$ cat config.mk
export PLATFORM = sky130hd
export DESIGN_NAME = alu_issue_arbiter
export DESIGN_NICKNAME = d
export VERILOG_FILES = /design/src/rtl/alu_issue_arbiter.sv
export SDC_FILE = /design/constraint.sdc
export NUM_CORES = 1
export LEC_CHECK = 0
export CAP_MARGIN = 30
export CORE_UTILIZATION = 35
export DETAILED_ROUTE_END_ITERATION = 12
export GPL_TIMING_DRIVEN = 0
export PLACE_DENSITY = 0.69
export SKIP_LAST_GASP = 1
export SLEW_MARGIN = 15
export SYNTH_ARGS = -nofsm -noshare
export SYNTH_HDL_FRONTEND = slang
export SYNTH_SLANG_ARGS = --single-unit
$ cat constraint.sdc
create_clock -name clk -period 3.2 [get_ports clk]
set_input_delay 0.48 -clock clk [delete_from_list [all_inputs] [get_ports clk]]
set_output_delay 0.48 -clock clk [all_outputs]
set_load 0.005 [all_outputs]
$ cat src/rtl/alu_issue_arbiter.sv
// alu_issue_arbiter
//   Shares one registered RV32I ALU datapath between NREQ requesters. A
//   round-robin arbiter issues at most one op per cycle. A tag pipe follows
//   each op to its result, and the result is returned with the requester ID.
//   A drain FSM stops issue so that the datapath can be quiesced.
//
// Ports
//   clk, rst                      clock, synchronous active-high reset
//   req_valid / req_ready         per-requester handshake (ready is combinational)
//   req_opcode/funct7/funct3      packed op fields, requester i at [w*i +: w]
//   req_a / req_b                 packed 32-bit operands
//   alu_valid, alu_*              registered issue to decoder/ALU
//   alu_result                    ALU output, valid ALU_LAT cycles after alu_valid
//   rsp_valid/rsp_id/rsp_data     one-cycle result pulse with owner ID
//   drain_req / drain_ack         level quiesce request / high while drained
//   busy                          any op in flight
//   stat_grants                   per-requester saturating 16-bit grant counters
//                                 (present only when ALU_ARB_STATS_EN is defined)
module alu_issue_arbiter #(
  parameter int NREQ    = 2,
  parameter int ALU_LAT = 1,
  parameter int IDW     = 1
) (
  input  logic                 clk,
  input  logic                 rst,
  input  logic [NREQ-1:0]      req_valid,
  output logic [NREQ-1:0]      req_ready,
  input  logic [7*NREQ-1:0]    req_opcode,
  input  logic [7*NREQ-1:0]    req_funct7,
  input  logic [3*NREQ-1:0]    req_funct3,
  input  logic [32*NREQ-1:0]   req_a,
  input  logic [32*NREQ-1:0]   req_b,
  output logic                 alu_valid,
  output logic [6:0]           alu_opcode,
  output logic [6:0]           alu_funct7,
  output logic [2:0]           alu_funct3,
  output logic [31:0]          alu_a,
  output logic [31:0]          alu_b,
  input  logic [31:0]          alu_result,
  output logic                 rsp_valid,
  output logic [IDW-1:0]       rsp_id,
  output logic [31:0]          rsp_data,
  input  logic                 drain_req,
  output logic                 drain_ack,
  output logic                 busy
`ifdef ALU_ARB_STATS_EN
  ,
  output logic [16*NREQ-1:0]   stat_grants
`endif
);

  typedef enum logic [1:0] {S_RUN, S_DRAIN, S_DRAINED} state_t;

  state_t           state, state_nx;
  logic [IDW-1:0]   rr_ptr;
  logic [IDW-1:0]   gnt_id;
  logic             gnt_any;
  logic [ALU_LAT:0] tag_v;
  logic [IDW-1:0]   tag_id [ALU_LAT+1];
  logic             pipe_empty;

  assign pipe_empty = ~alu_valid & ~(|tag_v);
  assign busy       = ~pipe_empty;
  assign drain_ack  = (state == S_DRAINED);

  // Round-robin search starting at rr_ptr; the index wraps by subtraction so
  // non-power-of-two NREQ works.
  always_comb begin
    int unsigned idx;
    idx       = 0;
    gnt_any   = 1'b0;
    gnt_id    = '0;
    req_ready = '0;
    if (state == S_RUN) begin
      for (int unsigned k = 0; k < NREQ; k++) begin
        idx = 32'(rr_ptr) + k;
        if (idx >= NREQ) idx = idx - NREQ;
        if (!gnt_any && req_valid[idx]) begin
          gnt_any = 1'b1;
          gnt_id  = IDW'(idx);
        end
      end
    end
    for (int unsigned k = 0; k < NREQ; k++)
      req_ready[k] = gnt_any && (gnt_id == IDW'(k));
  end

  always_comb begin
    state_nx = state;
    case (state)
      S_RUN:     if (drain_req) state_nx = S_DRAIN;
      S_DRAIN:   if (!drain_req) state_nx = S_RUN;
                 else if (pipe_empty) state_nx = S_DRAINED;
      S_DRAINED: if (!drain_req) state_nx = S_RUN;
      default:   state_nx = S_RUN;
    endcase
  end

  always_ff @(posedge clk) begin
    if (rst) begin
      state      <= S_RUN;
      rr_ptr     <= '0;
      alu_valid  <= 1'b0;
      alu_opcode <= '0;
      alu_funct7 <= '0;
      alu_funct3 <= '0;
      alu_a      <= '0;
      alu_b      <= '0;
      tag_v      <= '0;
      for (int unsigned i = 0; i <= ALU_LAT; i++) tag_id[i] <= '0;
      rsp_valid  <= 1'b0;
      rsp_id     <= '0;
      rsp_data   <= '0;
    end else begin
      state     <= state_nx;
      alu_valid <= gnt_any;
      if (gnt_any) begin
        rr_ptr     <= (32'(gnt_id) == NREQ - 1) ? '0 : gnt_id + IDW'(1);
        alu_opcode <= req_opcode[7*int'(gnt_id) +: 7];
        alu_funct7 <= req_funct7[7*int'(gnt_id) +: 7];
        alu_funct3 <= req_funct3[3*int'(gnt_id) +: 3];
        alu_a      <= req_a[32*int'(gnt_id) +: 32];
        alu_b      <= req_b[32*int'(gnt_id) +: 32];
      end
      // Stage 0 loads with alu_valid; the last stage lines up with alu_result.
      tag_v[0]  <= gnt_any;
      tag_id[0] <= gnt_id;
      for (int unsigned i = 1; i <= ALU_LAT; i++) begin
        tag_v[i]  <= tag_v[i-1];
        tag_id[i] <= tag_id[i-1];
      end
      rsp_valid <= tag_v[ALU_LAT];
      if (tag_v[ALU_LAT]) begin
        rsp_id   <= tag_id[ALU_LAT];
        rsp_data <= alu_result;
      end
    end
  end

`ifdef ALU_ARB_STATS_EN
  always_ff @(posedge clk) begin
    if (rst) begin
      stat_grants <= '0;
    end else begin
      for (int unsigned i = 0; i < NREQ; i++) begin
        if (req_ready[i] && req_valid[i] && (stat_grants[16*i +: 16] != '1))
          stat_grants[16*i +: 16] <= stat_grants[16*i +: 16] + 16'd1;
      end
    end
  end
`endif

endmodule

==> flow_summary.ini <==
[drt]
wl_per_cell_um = 19.2
dr.pass1.iters = 5
finalWirelength_mm = 23.0
vias = 6488
drtAntennaViolNets = 0
drc = 0
vias_per_cell = 5.42
drtIter0Drc = 351

[timing]
layout_min_cycle_time_ns = 2.95
tightest_slew_ns = 0.819
clock.fmax_mhz = 339
layout_setup_ws_ns = 0.253
setup_viol = 0
drv_slew = 0
clock_skew_ns = 0.00680
fin_tns_setup_ns = 0
rsz0062_at_grt = false
maxSlewHeadroom_pct = 45.4
finalHoldViolCount = 0
fin_crit_sh_pct = 92.1

[cells_and_area]
multiInputGateArea_um2 = 3120
drive_above_1_share_pct = 16.9
areaGrowthSynthToFinish_pct = 66.2
nets = 1160
regArea_um2 = 2440
antenna_cells = 0
fill_cells = 1562

[grt]
track_usage_pct = 24.9
grt.overflow.total = 0
antenna_found_initial = 0
grt_max_degree = 17
grt_first_pass_wirelength_mm = 34.5
first_global_vias = 6275

[floorplanning]
core_area_um2 = 17200
die_h_um = 134
fp.dieW_um = 134
rows = 48
boundaryPins = 319
start_util_pct = 35.7
die-area_um2 = 18000

[placed_design]
pre_cts_ws_ns = 0.207
dp_hpwl_mm = 16.7
place_congestion = 0.821
portBuffers = 318

[worst_setup_path]
critPathLaunchType = primary input
cp_cell_sequence = clkdlybuf4s50_1 > nor2b_1 > buf_4 > buf_2 > nor2_1 > nor2_1 > clkdlybuf4s50_1
cp-startpoint = req_valid[0]
critPathKind = in -> out
slowest_stage = clkdlybuf4s50_1
end_kind = primary output
slowest_delay_ns = 0.56
arrival_ns = 2.47
worst-endpoint-required_ns = 2.72
critPathTopFamily = buffers and inverters
worstReg2RegStart = rr_ptr$_SDFFE_PP0N_
path_buf_inv = 4
cp_max_fo = 10

[logic_synthesis]
yosysTopAreaCell = dfxtp_1
synthCells = 624
synth_cell_types = 27
synth_seq_cells = 122
synth_area_leaders = dfxtp_1 40%, a311oi_2 20%, nand4_1 8.3%, a21oi_1 6.7%, o21ai_1 6.6%
avgSynthCellArea_um2 = 9.82
syn-num-nets = 823
synth_top_area_share_pct = 39.9
syn_area_um2 = 6130
synthArstFlopShare_pct = 0
ys.flop_type = dfxtp_1
synth_edf_count = 0
ys_seq_area_share_pct = 39.9
ys_warn_count = 0

[run_status]
status = finished, final reports clean

[clock_network]
root_buffer = clkbuf_16
cts_max_path_buffers = 2
cts_resized = 0
cts_setup_buffers = 0
clk_pin_slew_ns = 0.06
cts_buffers = 17
postCtsHoldBufs = 0
clock_sinks = 122
clk_latency_ns = 0.42
cts_tree = done
h-tree-depth = 4

[power_and_ir_drop]
powerDensity_nw_per_um2 = 486
cellLeakagePower_nw = 3.47
peakVddDrop_mv = 0.371

[min_path]
min_path_type = reg -> reg
hp-start = tag_id[0]$_SDFF_PP0_

[flow_run]
maxCapViolCount = 0
[worst reg2reg max path, cell delays in order, from the launching register on]
cell	delay [ns]
dfxtp_1	0.35
nand2b_1	0.11
buf_4	0.20
clkbuf_1	0.46
nand4_1	0.20
a311oi_2	0.30
[registers in the layout (all words and copies together) (netlist names), 2 cells and up]
register and cells:
rsp_data 32, tag_id 2, alu_opcode 7, alu_a 32, tag_v 2, alu_funct3 3, alu_funct7 7, state 2
alu_b 32
[worst paths after layout]
| kind | end | slack, ns | cells after the start |
|---|---|---|---|
| worst min register to register | tag_id[1]$_SDFF_PP0_ | 0.44 | 1 |
| worst max register to register | alu_b[24]$_SDFFE_PP0N_ | 1.49 | 5 |
| worst max-delay path | req_ready[0] | 0.25 | 7 |
| worst min-delay path | tag_id[1]$_SDFF_PP0_ | 0.44 | 1 |
[synth_stat cells (4+ instances only)]
| cell | instances |
|---|---|
| buf_1 | 7 |
| buf_4 | 4 |
| clkbuf_1 | 30 |
| buf_12 | 9 |
| nand4_1 | 81 |
| o21ai_1 | 81 |
| buf_2 | 35 |
| a311oi_2 | 80 |
| mux2i_1 | 33 |
| dfxtp_1 | 122 |
| nor2_1 | 37 |
| nor2b_1 | 5 |
| a21oi_1 | 82 |
[cells in the final DEF, fill, tap and decap left out, types with 31 or more instances in the layout]
master / instances
nand4_1: 81
clkbuf_1: 31
dfxtp_1: 122
clkdlybuf4s50_1: 318
a21oi_1: 82
nor2_1: 37
a311oi_2: 80
mux2i_1: 33
o21ai_1: 81
buf_2: 35
[cell families (layout without fill, tap and decap cells)]
group / after synthesis / count (layout) / share of synthesized area (%)
muxes: 33 / 33 / 5.39
and+or+nand+nor: 133 / 133 / 12.1
AOI/OAI and AO/OA: 246 / 246 / 33.3
DFF: 122 / 122 / 39.9
buffers and inverters: 90 / 439 / 9.27
[metrics by stage]
step	utilization, %	instance area (um^2)	total power, W	hold slack (ns)	instances
floorplan	-	6130	0.00237	0.414	624
global placement	55.8	9590	0.00305	0.419	1167
detailed placement	55.8	9590	0.00306	0.440	1167
CTS	59.3	10200	0.00498	0.451	1198
global route	59.3	10200	0.00514	0.479	1198
finish	59.3	10200	0.00495	0.444	1198
[power breakdown]
| group | leakage [nW] | switching, W | internal, W |
|---|---|---|---|
| sequential | 1.01 | 0.0000738 | 0.00166 |
| clock | 0.281 | 0.000720 | 0.00120 |
| combinational | 2.18 | 0.000579 | 0.000716 |
[layout make-up]
| cell class | instances | share of cell area (%) |
|---|---|---|
| Timing Repair Buffer | 318 | 31.3 |
| Sequential cell | 122 | 24.0 |
| Multi-Input combinational cell | 412 | 30.6 |
| Clock buffer | 21 | 4.62 |
| Inverter | 1 | 0.0369 |
| Tap cell | 225 | 2.77 |
| Clock inverter | 10 | 1.17 |
| Buffer | 89 | 5.54 |
[routing by layer]
layer	GRT usage, %	part of all wire [%]
met4	9.80	2.4
met1	30.8	43
met5	0	0
met3	5.74	7.0
met2	41.9	48
Power figures use the tool's default switching activity.
